$ cat src/rtl/down_counter_sync.sv
// Free-running down counter with terminal-count decode, registered wrap pulse
// and a saturating tally of wraps since reset.
module down_counter_sync #(
  parameter int          WIDTH    = 4,
  parameter int unsigned HIGH_VAL = (2**WIDTH) - 1,
  parameter int unsigned LOW_VAL  = 0,
  parameter int          WCNT_W   = 8
) (
  input  logic              clk,
  input  logic              rst,
  output logic [WIDTH-1:0]  q,
  output logic              tc,
  output logic              wrap,
  output logic [WCNT_W-1:0] wrap_cnt
);

  localparam logic [WIDTH-1:0] HIGH_Q = WIDTH'(HIGH_VAL);
  localparam logic [WIDTH-1:0] LOW_Q  = WIDTH'(LOW_VAL);

  // Tally sticks at all-ones instead of rolling over.
  function automatic logic [WCNT_W-1:0] sat_inc(input logic [WCNT_W-1:0] v);
    return (&v) ? v : v + WCNT_W'(1);
  endfunction

  logic at_low;

  always_comb begin
    at_low = (q == LOW_Q);
    tc     = at_low;
  end

  always_ff @(posedge clk or negedge rst) begin
    if (!rst) begin
      q        <= HIGH_Q;
      wrap     <= 1'b0;
      wrap_cnt <= '0;
    end else if (at_low) begin
      q        <= HIGH_Q;
      wrap     <= 1'b1;
      wrap_cnt <= sat_inc(wrap_cnt);
    end else begin
      q        <= q - WIDTH'(1);
      wrap     <= 1'b0;
    end
  end

endmodule

$ cat config.mk
export PLATFORM = sky130hd
export DESIGN_NAME = down_counter_sync
export DESIGN_NICKNAME = d
export VERILOG_FILES = /design/src/rtl/down_counter_sync.sv
export SDC_FILE = /design/constraint.sdc
export NUM_CORES = 1
export LEC_CHECK = 0
export CAP_MARGIN = 20
export CORE_AREA = 5 5 42 44
export DETAILED_ROUTE_END_ITERATION = 10
export DIE_AREA = 0 0 47 49
export GPL_ROUTABILITY_DRIVEN = 0
export GPL_TIMING_DRIVEN = 0
export HOLD_SLACK_MARGIN = 0.15
export PLACE_DENSITY_LB_ADDON = 0.12
export SLEW_MARGIN = 25
export SYNTH_ARGS = -nofsm -noshare
export SYNTH_HDL_FRONTEND = slang
export SYNTH_SLANG_ARGS = --single-unit
export TNS_END_PERCENT = 1
$ cat constraint.sdc
create_clock -name clk -period 4.05 [get_ports clk]
set_input_delay 1.215 -clock clk [delete_from_list [all_inputs] [get_ports clk]]
set_output_delay 1.215 -clock clk [all_outputs]
set_load 0.01 [all_outputs]
## Yosys cells after proc, flatten, opt, wreduce, memory -nomap -nowiden

Cells that the tools add are included.
W data, S select, Z words.

| storage, ports and cells | value |
|---|---|
| flip-flop bits (word level) | 13 |
| bits of input ports | 2 |
| output and inout bits | 14 |
| logic and storage cells | 11 |

| operators by class | value |
|---|---|
| add/sub/neg operators | 2 |
| multiplexer cells | 2 |
| bitwise gates (word level) | 1 |
| reductions and logical operators | 3 |

Operators by type and width:

| operator | number |
|---|---|
| $add A8 B1 Y8 const B | 1 |
| $reduce_and A8 Y1 | 1 |
| $logic_not A4 Y1 | 1 |
| $mux W4 | 1 |
| $sub A4 B1 Y4 const B | 1 |
| $reduce_and A2 Y1 | 1 |
| $mux W1 | 1 |
| $not A1 Y1 | 1 |

## Longest topological paths before layout

Gate-level depths: netlist (run 1).

| logic depth | value |
|---|---|
| depth in word-level cells | 3 |
| mapped depth | 6 |
| gate-level depth less buffers | 6 |

## Worst setup path after synthesis (run 1)

Ideal clock, no wire load.

| timing path | value |
|---|---|
| kind | reg-to-output |
| from | reg q[0] |
| to | out tc |
| arrival time | 1.048 ns |
| data required time | 2.835 ns |
| path slack | 1.787 ns |
| cell stages (with the launch flop) | 4 |
| path buffers | 0 |
| cell sequence | dfstp_2 > clkinv_1 > ha_1 > nor3b_4 |

| between the ends | value |
|---|---|
| longest elaborated chain between the ends | 1 |

RTL lines:

| item | line | text |
|---|---|---|
| from (decl) | 11 | `output logic [WIDTH-1:0] q,` |
| from (signal assigned) | 42 | `q <= q - WIDTH'(1);` |
| $logic_not A4 Y1 | 28 | `at_low = (q == LOW_Q);` |
| to (decl) | 12 | `output logic tc,` |

Every way passes these cells.

## Worst setup path in the final report (run 1)

Same ends and word-level chain as after synthesis.

==> impl_metrics.py, run 1 <==
metrics = {
    "final_layout": {
        "sequential_cell_area_in_the_final_layout_um2": 330.3,
        "multiInputGateArea_um2": 251.5,
        "fin_nets": 73,
        "nFillCells": 139,
        "areaGrowthSynthToFinish_pct": 33.12,
        "fin_util_pct": 56.34,
        "layout.cells.non_filler": 84,
        "post_route_cells_drive_above_1_share_pct": 16.18,
        "antenna_cells": 0,
    },
    "timing": {
        "tns_ns": 0,
        "max_clock_freq_ghz": 0.3251,
        "final_hold_viol_count": 0,
        "timing.clock.skew_ns": 0.003594,
        "setup_violation_total_in_the_final_timing_report": 0,
        "minimum_clock_period_ns": 3.076,
        "timing.max_slew.rel_slack_pct": 62.96,
        "rsz0062_at_grt": "false",
        "postLayoutSetupSlackWorst_ns": 0.9739,
        "finalCritPeriodShare_pct": 75.95,
        "slew_viol_final": 0,
        "max_slew.worst_pin.slew_ns": 0.5539,
    },
    "placed_design": {
        "placedCellCount": 80,
        "port_buffers": 15,
        "dpl_worst_slack_ns": 1.262,
        "hpwlAfterDp_um": 828.9,
    },
    "min_path": {
        "holdPathEnd": "q[0]",
        "worstHoldPathCells": 1,
        "critical_hold_path_startpoint": "q[0]",
        "min_delay_worst_type": "reg2reg",
    },
    "route": {
        "drt_iter0_drc": 0,
        "wire_per_inst_um": 13.04,
        "detail_route.drc_violations": 0,
        "drtAntennaViolNets": 0,
        "wirelength_mm": 1.095,
        "number_of_detailed_routing_iterations_run_before_antenna_repair": 1,
        "vias_per_cell": 5.000,
        "vias": 420,
    },
    "floorplanning": {
        "core_um2": 1401,
        "die-area_um2": 2303,
        "placementRows": 14,
        "die-width_um": 47,
        "starting_utilization_of_the_core_area_pct": 42.32,
        "io-pin-count": 16,
        "die_y_um": 49,
    },
    "yosys": {
        "synth_cell_type_count": 23,
        "synthCells": 49,
        "synth.net_count": 53,
        "syn_area_um2": 593.1,
        "ys.flop_type": "dfrtp_1",
        "ys_top_cells_by_area": "dfrtp_1, dfstp_2, mux2_1",
        "synth_top_cells_by_count": "dfrtp_1, a21oi_1, dfstp_2, nand2_1",
        "synth_top_area_share_pct": 37.97,
        "yosys.cell_count.top_type": "dfrtp_1",
        "synth-edff-count": 0,
        "synth.avg_cell_area_um2": 12.10,
        "ys_ff_latch": 13,
        "ys_warn_count": 0,
        "most_area_hungry_cell_type_in_the_yosys_netlist": "dfrtp_1",
        "synth_seq_area_share_pct": 55.70,
        "postSynth.asyncResetShare_pct": 100.0,
    },
    "pwr": {
        "vdd_ir_drop_max_mv": 0.1499,
        "total_power_density_per_cell_area_nw_per_um2": 268.1,
        "pwr_total_mw": 0.2117,
        "power.leakage_nw": 0.3619,
    },
    "global_routing": {
        "gr_overflow_total": 0,
        "pin_count_of_the_biggest_net_entering_global_routing": 14,
        "groute.usage.overall_pct": 11.65,
        "grt_pass1_vias": 425,
        "global_route_wire_length_before_repair_mm": 1.890,
        "grt_antenna_before_repair": 0,
    },
    "clock_network": {
        "clock-root-buffer": "clkbuf_4",
        "ctsHtreeMaxLevel": 1,
        "tritoncts.num_buffers": 3,
        "cts-resized-gates": 0,
        "clock_sinks": 13,
        "worstSkewPairLatency_ns": 0.27,
        "clockBufferDepth": 2,
        "tritoncts": "built",
        "clock_input_transition_at_the_sequential_cells_of_the_worst_setup_and_hold_paths_ns": 0.08,
        "cts.repair_timing.setup_buffer_count": 0,
        "ctsHoldBuffers": 0,
    },
    "worst_setup_path": {
        "worst-setup-path-type": "reg2out",
        "crit_path_max_fanout": 7,
        "timing.rr.start": "q[0]",
        "worst_flop_to_flop_path_endpoint": "wrap_cnt[7]",
        "start_kind": "flop",
        "worst_setup_path_startpoint": "q[0]",
        "worst_ep_arrival_time_ns": 1.86,
        "worstSetupEndpointType": "primary output",
        "critical_path_required_ns": 2.83,
        "worst-r2r-cell-count": 6,
        "r2r_slack_ns": 2.26,
    },
    "job": {
        "count_of_maximum_capacitance_violations": 0,
    },
    "status": {
        "outcome": "complete, no violations",
    },
}
==> critical path, cell delays in order, from the launching register on <==
cell             delay [ns]
dfstp_2                0.39
clkinv_1               0.06
ha_1                   0.19
nor3b_4                0.34
clkdlybuf4s50_1        0.61
==> cells in the final DEF (no fill, tap or decap), types with 2 or more instances in the layout <==
| cell type | instances |
|---|---|
| a21oi_1 | 4 |
| clkdlybuf4s50_1 | 15 |
| o31ai_1 | 2 |
| and3_1 | 2 |
| mux2_1 | 3 |
| nand2_1 | 4 |
| nand3_1 | 2 |
| xnor2_1 | 3 |
| dfstp_2 | 4 |
| inv_1 | 2 |
| dfrtp_1 | 9 |
| ha_1 | 2 |
| clkbuf_4 | 3 |
==> metrics by stage <==
step | area (um^2) | hold WS (ns)
2_1_floorplan | 593.1 | 0.4734
3_3_place_gp | 763.2 | 0.4664
3_5_place_dp | 763.2 | 0.4709
4_1_cts | 789.5 | 0.4910
5_1_grt | 789.5 | 0.5110
6_report | 789.5 | 0.4869
==> state kept, by name, indices dropped and copies added (netlist names) <==
signal    count
wrap_cnt      8
q             4
wrap          1
==> final cells by class <==
type	instances	area share (%)
multi-input combinational	33	31.85
inverter	3	1.426
timing repair buffer	15	19.02
sequential	13	41.84
clock buffer	4	3.328
tap	16	2.536
==> layer usage <==
metal	routed length (um)	share of wire, %	up-vias	track usage, %
met5	0	0	-	0
li1	-	-	211	-
met1	528	48	192	15.44
met3	74	6.8	2	3.321
met4	17	1.6	0	6.912
met2	476	43	15	16.29
==> power by group <==
group	total, mW	internal, mW	leakage (nW)	switching (mW)
sequential	0.130	0.130	0.158	0
clock	0.0786	0.0382	0.0150	0.0404
combinational	0.00315	0.000846	0.189	0.00230
total	0.212	0.169	0.362	0.0427
==> cell families (layout without fill, tap and decap cells) <==
kind of cell               after synthesis  in the layout  synth area share, %
and+or+nand+nor                         14             14                16.03
DFF                                     13             13                55.70
AOI/OAI and AO/OA                       10             10                10.55
xor gates and xnor gates                 4              4                5.908
muxes                                    3              3                5.696
buffers and inverters                    3             22                1.899
adders and majority gates                2              2                4.219
==> worst max-delay path by stage <==
stage	end	depth (start not counted)
floorplan	tc	3
global placement	tc	4
detailed placement	tc	4
CTS	tc	4
global route	tc	4
finish	tc	4
No activity file was read; power rests on OpenSTA's default activity.
==> run 2: changes to the inputs <==
--- a/config.mk
+++ b/config.mk
@@ -6,9 +6,9 @@
 export NUM_CORES = 1
 export LEC_CHECK = 0
 export CAP_MARGIN = 20
-export CORE_AREA = 5 5 42 44
+export CORE_AREA = 5 5 45 47
 export DETAILED_ROUTE_END_ITERATION = 10
-export DIE_AREA = 0 0 47 49
+export DIE_AREA = 0 0 50 52
 export GPL_ROUTABILITY_DRIVEN = 0
 export GPL_TIMING_DRIVEN = 0
 export HOLD_SLACK_MARGIN = 0.15
==> constraint.sdc (replaced) <==
create_clock -name clk -period 2.6 [get_ports clk]
set_input_delay 0.78 -clock clk [delete_from_list [all_inputs] [get_ports clk]]
set_output_delay 0.78 -clock clk [all_outputs]
set_load 0.01 [all_outputs]
==> impl_metrics.py, run 2 (synthesized netlist as in run 1, its figures left out) <==
metrics = {
    "clock_network": {
        "worstSkewPairLatency_ns": 0.27,
        "clock-root-buffer": "clkbuf_4",
        "clock_input_transition_at_the_sequential_cells_of_the_worst_setup_and_hold_paths_ns": 0.08,
        "tritoncts.num_buffers": 3,
        "clockBufferDepth": 2,
        "tritoncts": "built",
        "ctsHtreeMaxLevel": 1,
        "clock_sinks": 13,
    },
    "worst_setup_path": {
        "critical_path_required_ns": 1.82,
        "crit_path_max_fanout": 4,
        "worst_flop_to_flop_path_endpoint": "wrap_cnt[5]",
        "worst_ep_arrival_time_ns": 1.45,
        "timing.rr.start": "q[0]",
        "worstSetupEndpointType": "primary output",
        "r2r_slack_ns": 0.83,
        "worst-r2r-cell-count": 7,
        "start_kind": "flop",
        "worst-setup-path-type": "reg2out",
    },
    "status": {
        "outcome": "complete, no violations",
    },
    "job": {
        "count_of_maximum_capacitance_violations": 0,
    },
    "timing": {
        "max_clock_freq_ghz": 0.4482,
        "setup_violation_total_in_the_final_timing_report": 0,
        "tns_ns": 0,
        "minimum_clock_period_ns": 2.231,
        "timing.clock.skew_ns": 0.003454,
        "final_hold_viol_count": 0,
        "worst_hold_slack_ns": 0.4868,
        "rsz0062_at_grt": "false",
        "finalCritPeriodShare_pct": 85.80,
        "timing.max_slew.rel_slack_pct": 61.79,
        "slew_viol_final": 0,
        "max_slew.worst_pin.slew_ns": 0.5713,
    },
    "min_path": {
        "min_delay_worst_type": "reg2reg",
        "holdPathEnd": "q[0]",
        "worstHoldPathCells": 1,
        "critical_hold_path_startpoint": "q[0]",
    },
    "floorplanning": {
        "starting_utilization_of_the_core_area_pct": 36.74,
        "die_y_um": 52,
        "die-width_um": 50,
        "io-pin-count": 16,
        "placementRows": 15,
        "core_um2": 1614,
        "die-area_um2": 2600,
    },
    "placed_design": {
        "port_buffers": 15,
        "hpwlAfterDp_um": 800.4,
        "postPlaceCellArea_um2": 764.5,
    },
    "final_layout": {
        "antenna_cells": 0,
        "post_route_cells_drive_above_1_share_pct": 18.84,
        "areaGrowthSynthToFinish_pct": 35.44,
        "largest-register": "wrap_cnt",
        "fin_util_pct": 49.77,
        "nFillCells": 146,
        "final_cell_mix": "clkdlybuf4s50_1, dfrtp_1, a21oi_1, nand2_1, dfstp_2",
        "largest_register_ff_count": 8,
        "layout.cells.most_common": "clkdlybuf4s50_1",
        "fin_nets": 74,
        "final_design_area_no_fill_um2": 803.3,
        "layout_top_registers": "wrap_cnt x8, q x4, wrap x1",
    },
    "route": {
        "wirelength_mm": 1.084,
        "vias_per_cell": 5.070,
        "drt_iter0_drc": 7,
        "drtAntennaViolNets": 0,
        "detail_route.drc_violations": 0,
        "vias": 436,
        "wire_per_inst_um": 12.60,
        "number_of_detailed_routing_iterations_run_before_antenna_repair": 2,
    },
    "global_routing": {
        "pin_count_of_the_biggest_net_entering_global_routing": 14,
        "grt_antenna_before_repair": 0,
        "gr_overflow_total": 0,
        "grt_pass1_vias": 451,
        "groute.usage.overall_pct": 10.55,
        "global_route_wire_length_before_repair_mm": 2.042,
    },
    "pwr": {
        "vdd_ir_drop_max_mv": 0.2480,
        "power.leakage_nw": 0.3830,
        "total_power_density_per_cell_area_nw_per_um2": 410.9,
    },
}
-- run 2: how the worst max path moves through the flow --
stage	from	endpoint	slack, ns	cells after the start
floorplan	q[0]	tc	0.77	3
global placement	q[0]	tc	0.24	4
detailed placement	q[0]	tc	0.23	4
CTS	q[0]	tc	0.004	4
global route	q[0]	tc	0.27	4
finish	q[0]	tc	0.37	4
-- run 2: worst max-delay path, stage by stage, from the launching register on --
cell	delay (ns)
dfstp_2	0.57
clkinv_1	0.09
ha_2	0.21
nor3b_4	0.15
dlymetal6s2s_1	0.17
-- run 2: through the flow --
stage | cells | power [mW] | worst slack [ns]
after floorplan | 49 | 0.2061 | 0.7720
after global placement | 81 | 0.2116 | 0.2378
after detailed placement | 81 | 0.2116 | 0.2298
after CTS | 86 | 0.3379 | 0.004341
after global routing | 86 | 0.3553 | 0.2716
final | 86 | 0.3301 | 0.3691
-- run 2: final cells by class --
class / count / area [um^2] / share of cell area, %
clock buffer: 4 / 26.28 / 3.271
inverter: 3 / 11.26 / 1.402
sequential: 13 / 330.3 / 41.12
timing repair buffer: 16 / 160.2 / 19.94
multi-input combinational: 33 / 254.0 / 31.62
tap: 17 / 21.27 / 2.648
-- run 2: routing by layer --
layer / track usage, % / routed length (um) / vias to the layer above / share of wire, %
met4: 6.550 / 6 / 0 / 0.55
li1: - / - / 212 / -
met5: 0 / 0 / - / 0
met1: 13.39 / 505 / 211 / 47
met2: 15.27 / 499 / 11 / 46
met3: 3.438 / 72 / 2 / 6.6
-- run 2: what timing repair did --
item	CTS	global route
gates resized for setup	0	2
hold buffers	0	0
setup buffers	1	0
setup endpoints to repair	1	1
-- run 2: report_power, final --
part           internal [mW]  total (mW)  switching [mW]
clock network         0.0594       0.123          0.0634
logic                0.00132     0.00502         0.00370
registers              0.202       0.202               0
==> RTL edit 1, RTL diff (settings of run 2) <==
Make the reset (`rst`) synchronous in one clocked block.
--- a/src/rtl/down_counter_sync.sv
+++ b/src/rtl/down_counter_sync.sv
@@ -31,3 +31,3 @@
 
-  always_ff @(posedge clk or negedge rst) begin
+  always_ff @(posedge clk) begin
     if (!rst) begin
Behaviour: differs if rst is asserted again (counterexample within 4 cycles, from zero or initial values and one cycle with rst low); with rst held inactive, the same outputs for 10 cycles.
==> RTL edit 1 against run 2 <==
  * Maximum frequency is 11% lower
  * Final area is 3.3% higher
  * Synthesized area is 6.8% higher
  * Synthesized cell count is 45% higher
  * Count of clock-buffer cells in the layout stayed put
  * Routed wire length is 24% higher
  * Die area stayed put
  * Non-clock buffer count is 3 higher
  * First-iteration DRC count is 86% lower
  * Global-route usage is 0.82 points higher
  * Sequential cell count stayed put
  * Worst setup slack worse by 0.27 ns
Power is not compared: it rests on default switching activity, and its combinational part moved more than twofold at a synthesized area within 25%.
==> RTL edit 1: results (changes against run 2) <==
metric	value	unit	change
groute.usage.overall	11.4	%	+0.82 points
rrSetupSlack	0.90	ns	+0.07 ns
synthesis.nets	75		+42%
crit_family	buffers and inverters		
fin_skew	0.00537	ns	+0.00192 ns
grt_pass1_wl	2310	µm	+13%
reg2reg_from	q[0]$_SDFF_PP1_		
ys_top_cells_by_count	dfxtp_1 (13), nand2_1 (10), nand3_1 (6)		
hold_slack	0.451	ns	-0.0354 ns
ys_seq_area_share	41.1	%	-15 points
grt_max_degree	11		-3
fin_nets	95		+28%
synthTopCellsByArea	dfxtp_1 (41%), mux2i_1 (6.3%), nand2_1 (5.9%), nand3_1 (4.7%), a211oi_1 (4.7%)		
outcome	finished, final reports clean		
netlist-cell-type-count	25		+8.7%
crit_arrival	1.72	ns	+0.27 ns
avgRoutedWirePerCell	12.5	µm	-0.72%
vias_per_cell	5.34		+5.3%
drt_first_iter_violations	1		-6
dp_hpwl	954	µm	+19%
relSlewSlack	72.4	%	+11 points
final_layout_size_suffix_gt1_share	5.56	%	-13 points
postCtsSetupBuffers	0		-1
pre_cts_slack	0.117	ns	-0.113 ns
cp_max_fo	10		+6
## RTL edit 1: power groups by stage
stage / sequential [µW] / combinational, µW / clock (µW)
2_1_floorplan: 213 / 10.8 / 0
3_3_place_gp: 212 / 25.1 / 0
3_5_place_dp: 212 / 25.2 / 0
4_1_cts: 207 / 25.4 / 127
5_1_grt: 208 / 28.2 / 138
6_report: 207 / 24.9 / 122
## RTL edit 1: kinds of logic (layout without fill, tap and decap cells)
kind of cell / after synthesis / after routing / synth area share (%)
multiplexers: 4 / 4 / 6.32
buffers and inverters: 10 / 29 / 7.91
adder cells (fa/ha/maj): 2 / 2 / 3.95
flip-flops: 13 / 13 / 41.1
AO/OA/AOI/OAI: 14 / 14 / 16.8
AND/OR/NAND/NOR: 27 / 27 / 22.5
XOR/XNOR: 1 / 1 / 1.38
## RTL edit 1: worst max-delay path by stage
| stage | endpoint | cells after the start | startpoint |
|---|---|---|---|
| global placement | tc | 6 | q[0]$_SDFF_PP1_ |
| finish | tc | 6 | q[0]$_SDFF_PP1_ |
| floorplan | tc | 5 | q[0]$_SDFF_PP1_ |
| CTS | tc | 6 | q[0]$_SDFF_PP1_ |
| detailed placement | tc | 6 | q[0]$_SDFF_PP1_ |
| global route | tc | 6 | q[0]$_SDFF_PP1_ |
## RTL edit 1: area by class of cell
cell class / count / area, µm²
fillers: 162 / 785
flip-flops and latches: 13 / 260
inverters: 6 / 27.5
multi-input cells: 48 / 323
clock buffers: 4 / 26.3
well taps: 17 / 21.3
plain buffers: 4 / 22.5
repair buffers: 15 / 149
## RTL edit 1: per-layer routing
layer / vias to the layer above / part of all wire, % / global-route usage [%]
li1: 296 / - / -
met1: 260 / 52 / 14.5
met2: 13 / 41 / 15.9
met3: 2 / 6.4 / 6.88
met4: 0 / 0.67 / 3.06
met5: - / 0 / 0
## RTL edit 1: through the flow
stage	instance area (µm²)	std cells
after floorplan	633	71
after global placement	805	103
after detailed placement	805	103
after CTS	830	107
after global routing	830	107
final	830	107
==> RTL edit 2, RTL diff (settings of run 2) <==
Made on the original files. `WCNT_W`: 8 -> 10.
--- a/src/rtl/down_counter_sync.sv
+++ b/src/rtl/down_counter_sync.sv
@@ -6,3 +6,3 @@
   parameter int unsigned LOW_VAL  = 0,
-  parameter int          WCNT_W   = 8
+  parameter int          WCNT_W   = 10
 ) (
Interface: changed (resized wrap_cnt); port bits go from 16 to 18. The function was not compared with the original's and may differ.
==> RTL edit 2 against run 2 <==
  * Sequential cell count up 2
  * Sequential power up 15%
  * Synthesized area up 19%
  * Routed wire length up 18%
  * Total power up 10%
  * Final area up 15%
  * Hold slack worse by 0.0092 ns
  * Worst setup slack worse by 0.27 ns
  * Synthesized cell count up 24%
  * Register-to-register slack worse by 0.27 ns
  * Highest routed layer unchanged
==> RTL edit 2: results (changes against run 2) <==
metric	value	unit	change
outcome	finished, final reports clean		
worst_pin_slew	0.640	ns	+0.0691 ns
syn_area	706	µm²	+19%
signal_buffers	18		+2
vias_per_cell	5.30		+4.6%
dp_hpwl	951	µm	+19%
pwr-share-seq	64.0	%	+2.7 points
dp_cells	95		+17%
switching_power	73.1	µW	+9.0%
crit_family	buffers and inverters		
seq-cell-share	41.0	%	-0.096 points
ir_worst_vdd	0.000190	V	-23%
slowest_stage	or3b_4		
dr.pass1.iters	4		+2
netlist-cell-type-count	26		+13%
postCtsSetupBuffers	0		-1
cp_max_fo	5		+1
reg2reg_depth	6		-1
yosys.area_share.adder	3.55	%	-0.67 points
crit_arrival	1.72	ns	+0.27 ns
synthToLayoutAreaGrowth	31.4	%	
syn_area_per_cell	11.6	µm²	-4.4%
rrSetupSlack	0.56	ns	-0.27 ns
grt_pass1_vias	514		+14%
pg_comb	5.47	µW	+9.0%
synthesis.nets	65		+23%
slowest_delay	0.41	ns	-0.16 ns
ys_seq_area_share	53.9	%	-1.8 points
num-nonclk-inverters	4		+1
fin_nets	87		+18%
timing.rr.end	wrap_cnt[9]$_DFFE_PN0P_		
multi_input_area_share	32.9	%	+1.3 points
synthTopCellsByArea	dfrtp_1 (39%), dfstp_2 (15%), xnor2_1 (3.7%), ha_1 (3.5%), nand4_1 (3.5%)		
ys_top_cells_by_count	dfrtp_1 (11), nand2_1 (5), dfstp_2 (4), inv_1 (4), nand4_1 (4)		
seq_cell_count	15		+2
pre_cts_slack	0.0538	ns	-0.176 ns
groute.usage.overall	11.1	%	+0.50 points
ctsResizeCount	1		+1
synth_xor_area_share	6.21	%	+0.30 points
synth_seq_cells	15		+2
grt_pass1_wl	2190	µm	+7.4%
clock_area_share	2.97	%	-0.30 points
port_buffers	17		+2
synth_mux_area_share	6.21	%	+0.51 points
fmax	0.401	GHz	-11%
clock_buffers	3		-1
multi_input_cells	41		+24%
grt_max_degree	16		+2
final_layout_size_suffix_gt1_share	20.7	%	+1.9 points
p_leak	0.000405	µW	+5.8%
dpl_cell_area	897	µm²	+17%
synth_compound_area_share	8.33	%	-2.2 points
avgRoutedWirePerCell	12.9	µm	+2.7%
-- RTL edit 2: how the worst min path moves through the flow --
stage / depth (start not counted) / to / slack (ns) / start
after CTS: 1 / q[0]$_DFF_PN1_ / 0.48 / q[0]$_DFF_PN1_
after floorplan: 1 / q[0]$_DFF_PN1_ / 0.46 / q[0]$_DFF_PN1_
after detailed placement: 1 / q[0]$_DFF_PN1_ / 0.46 / q[0]$_DFF_PN1_
after global placement: 1 / q[0]$_DFF_PN1_ / 0.45 / q[0]$_DFF_PN1_
final: 1 / q[0]$_DFF_PN1_ / 0.48 / q[0]$_DFF_PN1_
after global routing: 1 / q[0]$_DFF_PN1_ / 0.50 / q[0]$_DFF_PN1_
-- RTL edit 2: routing by layer --
layer / vias to the layer above / GRT usage [%] / wire [µm]
met5: - / 0 / 0
met4: 0 / 5.24 / 12
met3: 2 / 2.87 / 67
met2: 11 / 15.1 / 556
met1: 247 / 16.0 / 643
li1: 265 / - / -
